$ cat config.mk
export PLATFORM = sky130hd
export DESIGN_NAME = coin_detector
export DESIGN_NICKNAME = d
export VERILOG_FILES = /design/src/rtl/coin_detector.sv
export SDC_FILE = /design/constraint.sdc
export NUM_CORES = 1
export LEC_CHECK = 0
export ABC_AREA = 1
export BUFFER_PORTS_ARGS = -buffer_cell sky130_fd_sc_hd__buf_2
export CORE_ASPECT_RATIO = 0.8
export CORE_MARGIN = 10
export CORE_UTILIZATION = 52
export CTS_CLUSTER_SIZE = 16
export DETAILED_ROUTE_END_ITERATION = 10
export GPL_ROUTABILITY_DRIVEN = 0
export GPL_TIMING_DRIVEN = 0
export PLACE_DENSITY = 0.74
export SETUP_SLACK_MARGIN = 0.1
export SKIP_CTS_REPAIR_TIMING = 1
export SLEW_MARGIN = 0
export SYNTH_ARGS = -nofsm -noshare
export SYNTH_HDL_FRONTEND = slang
export SYNTH_SLANG_ARGS = --single-unit
$ cat constraint.sdc
create_clock -name clk_i -period 1.54 [get_ports clk_i]
set_input_delay 0.308 -clock clk_i [delete_from_list [all_inputs] [get_ports clk_i]]
set_output_delay 0.308 -clock clk_i [all_outputs]
set_load 0.1 [all_outputs]
$ cat src/rtl/coin_detector.sv
// Purpose: synchronise and debounce three coin buttons, report one strobe per clean single-button press.
// Latency: DEBOUNCE_CYCLES+3 edges from first raw sample to c (2 sync + debounce + output register).
// Backpressure: none; inh_i refuses coins (reject_o pulse), a holds the last accepted value.
module coin_detector #(
    parameter int DEBOUNCE_CYCLES = 250000,
    parameter int VAL_W           = 8,
    parameter int COIN0_VAL       = 25,
    parameter int COIN1_VAL       = 50,
    parameter int COIN2_VAL       = 100
) (
    input  logic             clk_i,
    input  logic             rst_ni,
    input  logic [2:0]       coin_btn_i,
    input  logic             inh_i,
    output logic             c,
    output logic [VAL_W-1:0] a,
    output logic             reject_o
);

    localparam int CNT_W = $clog2(DEBOUNCE_CYCLES + 1);
    localparam logic [CNT_W-1:0] CNT_LAST = CNT_W'(DEBOUNCE_CYCLES - 1);
    localparam logic [VAL_W-1:0] VAL0 = VAL_W'(COIN0_VAL);
    localparam logic [VAL_W-1:0] VAL1 = VAL_W'(COIN1_VAL);
    localparam logic [VAL_W-1:0] VAL2 = VAL_W'(COIN2_VAL);

    typedef enum logic [0:0] {
        IDLE     = 1'b0,
        WAIT_REL = 1'b1
    } state_t;

    logic [2:0]       sync1;
    logic [2:0]       sync2;
    logic [2:0]       stable;
    logic [CNT_W-1:0] cnt;
    state_t           state_q;
    state_t           state_d;
    logic             c_d;
    logic             rej_d;
    logic [VAL_W-1:0] a_d;
    logic [VAL_W-1:0] coin_val;

    // The whole vector is debounced as one word, so a multi-button press settles together.
    always_ff @(posedge clk_i) begin
        if (!rst_ni) begin
            sync1  <= '0;
            sync2  <= '0;
            stable <= '0;
            cnt    <= '0;
        end else begin
            sync1 <= coin_btn_i;
            sync2 <= sync1;
            if (sync2 != stable) begin
                if (cnt == CNT_LAST) begin
                    stable <= sync2;
                    cnt    <= '0;
                end else begin
                    cnt <= cnt + CNT_W'(1);
                end
            end else begin
                cnt <= '0;
            end
        end
    end

    always_comb begin
        coin_val = '0;
        if (stable[0]) begin
            coin_val = VAL0;
        end else if (stable[1]) begin
            coin_val = VAL1;
        end else if (stable[2]) begin
            coin_val = VAL2;
        end
    end

    // A press is judged once, on the IDLE exit; anything else seen before full release is ignored.
    always_comb begin
        state_d = state_q;
        c_d     = 1'b0;
        rej_d   = 1'b0;
        a_d     = a;
        case (state_q)
            IDLE: begin
                if (stable != 3'b000) begin
                    state_d = WAIT_REL;
                    if (($countones(stable) == 1) && !inh_i) begin
                        c_d = 1'b1;
                        a_d = coin_val;
                    end else begin
                        rej_d = 1'b1;
                    end
                end
            end
            WAIT_REL: begin
                if (stable == 3'b000) begin
                    state_d = IDLE;
                end
            end
            default: state_d = IDLE;
        endcase
    end

    always_ff @(posedge clk_i) begin
        if (!rst_ni) begin
            state_q  <= IDLE;
            c        <= 1'b0;
            reject_o <= 1'b0;
            a        <= '0;
        end else begin
            state_q  <= state_d;
            c        <= c_d;
            reject_o <= rej_d;
            a        <= a_d;
        end
    end

endmodule
==> summary.md <==
| Metric | Value |
|---|---|
| Register-to-Register Path Depth | `7` |
| Post-DP HPWL | `2440 µm` |
| Clk root buf | `clkbuf_8` |
| Worst path bufs/invs | `1` |
| Syn nets | `239` |
| Clk pwr share | `42.3%` |
| Final setup vio count | `6` |
| Grt ovf | `0` |
| Global-route wire length before repair | `5547 µm` |
| Sw Pwr | `0.3820 mW` |
| Setup CP Type | `reg2reg` |
| Clock Sinks | `35` |
| H-tree levels | `2` |
| Switching share of power | `22.07%` |
| Initial antenna violation count | `0` |
| Inserted Clock Buffers | `5` |
| WP data required | `1.78 ns` |
| Sequential area share after synthesis | `41.67%` |
| Via count | `1435` |
| Hold endpoint | `sync1[0]` |
| Reg2reg setup slack | `-0.20 ns` |
| Nets | `271` |
| Worst Hold Class | `in2reg` |
| Drt wl/cell | `11.21 µm` |
| Layout cells sized above 1 | `31.44%` |
| Die area | `5923 µm²` |
| Crit Path Max Fanout | `5` |
| Area Growth Syn to Fin | `23.51%` |
| CP top delay family | `simple AND/OR/NAND/NOR gates` |
| Worst setup SP type | `flip-flop` |
| Rows | `18` |
| Fillcell total | `260` |
| DR iter-0 viols | `103` |
| Unrepaired setup endpoints after global routing | `yes` |
| Residual DRC | `0` |
| Netlist cell types | `28` |
| Hold violation count in the final report | `0` |
| Final Worst Setup Slack | `-0.1985 ns` |
| Final Total Pwr | `1.731 mW` |
| Crit path from | `stable[1]` |
| Count of pins over their slew limit | `0` |
| Combinational Power Share | `4.7%` |
| Max cap viols | `0` |
| Vias in the first global route | `1284` |
| P_leak | `0.8652 nW` |
| Reg2reg start | `stable[1]` |
| CP Depth | `7` |
| Largest net degree at the start of global routing | `11` |
| Ys Warns | `0` |
| Clk buf depth | `2` |
| Final worst path period share | `112.9%` |
| IO Port Bufs | `14` |
| Post-Route WL | `3409 µm` |
| Slowest stage delay, CP | `0.50 ns` |
| ANT nets after route | `0` |
| Post-Syn Area | `1682 µm²` |
| Clk_skew | `0.007835 ns` |
| Power share of the sequential group | `53.0%` |
| CTS tree | `built` |
| Clock latency on the worst-skew pair | `0.30 ns` |
| Top Ports | `16` |
| Register bit total from synthesis | `35` |
| Clock transition at the registers of the reported paths | `0.07 ns` |
| Critical-path cell list | `inv_4 > fa_1 > nor3b_4 > nand3b_4 > nor2_4 > nand2_2 > a21oi_2` |
| DRT Pass-1 Iters | `4` |
| Die Y | `70.87 µm` |
| Starting Density | `54.50%` |
| Crit path time final | `1.738 ns` |
| Setup TNS | `-1.017 ns` |
| Die W | `83.58 µm` |
| Reg2reg end | `a[1]` |
| Outcome | `finished with violations` |
| Hold Startpoint | `coin_btn_i[0]` |
| Crit path arrival time | `1.98 ns` |
| Power per cell area | `833.6 nW/µm²` |
| Int Power | `1.349 mW` |
| Worst hold stages | `3` |
| Cells after synthesis | `231` |
| Gr usage total | `11.31%` |
| Critical Path End Type | `flip-flop` |
| Crit-path slowest cell | `fa_1` |
| Violated checks | `setup timing` |
| Max rail drop VDD | `0.7626 mV` |
| Fmax | `575.2 MHz` |
| Post-DR vias/cell | `4.720` |
| Core ar. | `3085 µm²` |
| Syn Area/Cell | `7.280 µm²` |
| N_diodes | `0` |
[synth_stat cells (all sizes together)]
| library cell | instances | area share [%] |
|---|---|---|
| nand2 | 59 | 13 |
| nor2 | 44 | 12 |
| dfxtp | 35 | 42 |
| inv | 33 | 7.4 |
| nand3 | 19 | 7.6 |
| a21oi | 12 | 4.0 |
| xor2 | 5 | 2.6 |
| buf | 4 | 2.2 |
| o21ai | 4 | 1.2 |
| nand4 | 3 | 1.1 |
| xnor2 | 3 | 1.6 |
| nor3 | 2 | 0.60 |
| clkbuf | 1 | 0.22 |
| conb | 1 | 0.22 |
| fa | 1 | 1.2 |
| ha | 1 | 0.74 |
| nand3b | 1 | 0.67 |
| nor3b | 1 | 0.74 |
| nor4 | 1 | 0.37 |
| or2 | 1 | 0.37 |
[stage by stage]
stage          setup WS, ns  hold slack (ns)  instances  instance area, µm²  util, %
5_1_grt             -0.2869           0.1922        304                2077    67.32
6_report            -0.1985           0.1968        304                2077    67.32
4_1_cts             -0.2644           0.1965        293                1916    62.08
3_5_place_dp        -0.2505           0.4018        285                1815    58.84
3_3_place_gp        -0.2325           0.3928        285                1815    58.84
2_1_floorplan       -0.1188           0.3905        231                1695        -
[metal layers]
| metal | wire [µm] | global-route usage (%) | up-vias |
|---|---|---|---|
| met3 | 179 | 5.606 | 9 |
| met4 | 70 | 4.453 | 0 |
| met1 | 1683 | 14.50 | 625 |
| li1 | - | - | 779 |
| met5 | 0 | 0 | - |
| met2 | 1476 | 15.72 | 22 |
[registers in the layout, summed over array words and instances (netlist names)]
signal and flops:
reject_o 1, state_q 1, a 5, sync2 3
sync1 3, c 1, stable 3, cnt 18
[placed cells by master, fill, tap and decap left out, drive strengths merged]
| cell | Yosys | routed |
|---|---|---|
| a21oi | 12 | 12 |
| buf | 4 | 27 |
| clkbuf | 1 | 11 |
| conb | 1 | 1 |
| dfxtp | 35 | 35 |
| fa | 1 | 1 |
| ha | 1 | 1 |
| inv | 33 | 33 |
| nand2 | 59 | 59 |
| nand3 | 19 | 19 |
| nand3b | 1 | 1 |
| nand4 | 3 | 3 |
| nor2 | 44 | 44 |
| nor3 | 2 | 2 |
| nor3b | 1 | 1 |
| nor4 | 1 | 1 |
| o21ai | 4 | 4 |
| or2 | 1 | 1 |
| xnor2 | 3 | 3 |
| xor2 | 5 | 5 |
[worst min-delay path, delay by kind of cell]
kind                   cells  cell delay, ns
buffers and inverters      2            0.11
and+or+nand+nor            1            0.04
[cell families after synthesis]
| group | share of synthesized area [%] |
|---|---|
| AND/OR/NAND/NOR | 36.98 |
| buffers and inverters | 9.821 |
| XOR/XNOR | 4.167 |
| flip-flops | 41.67 |
| AO/OA/AOI/OAI | 5.209 |
| other | 0.2230 |
| adder cells (fa/ha/maj) | 1.934 |
[area by class of cell]
type	count	area, µm²	area share, %
inverter	33	128.9	6.205
buffer	5	46.29	2.229
multi-input combinational	158	873.3	42.05
clock buffer	8	100.1	4.819
tap	40	50.05	2.410
sequential	35	720.7	34.70
timing repair buffer	25	157.7	7.590
[power groups by stage]
| stage | combinational, mW | sequential (mW) | clock [mW] |
|---|---|---|---|
| 2_1_floorplan | 0.0524 | 0.940 | 0 |
| 4_1_cts | 0.0693 | 0.921 | 0.742 |
| 5_1_grt | 0.0893 | 0.918 | 0.786 |
| 3_3_place_gp | 0.0682 | 0.941 | 0 |
| 6_report | 0.0813 | 0.917 | 0.733 |
| 3_5_place_dp | 0.0691 | 0.941 | 0 |
[worst max path at each step]
stage           end
4_1_cts        a[2]
6_report       a[1]
3_5_place_dp   a[1]
3_3_place_gp   a[2]
5_1_grt        a[1]
2_1_floorplan  a[2]
Note: power is estimated with default switching activity, not from simulation.
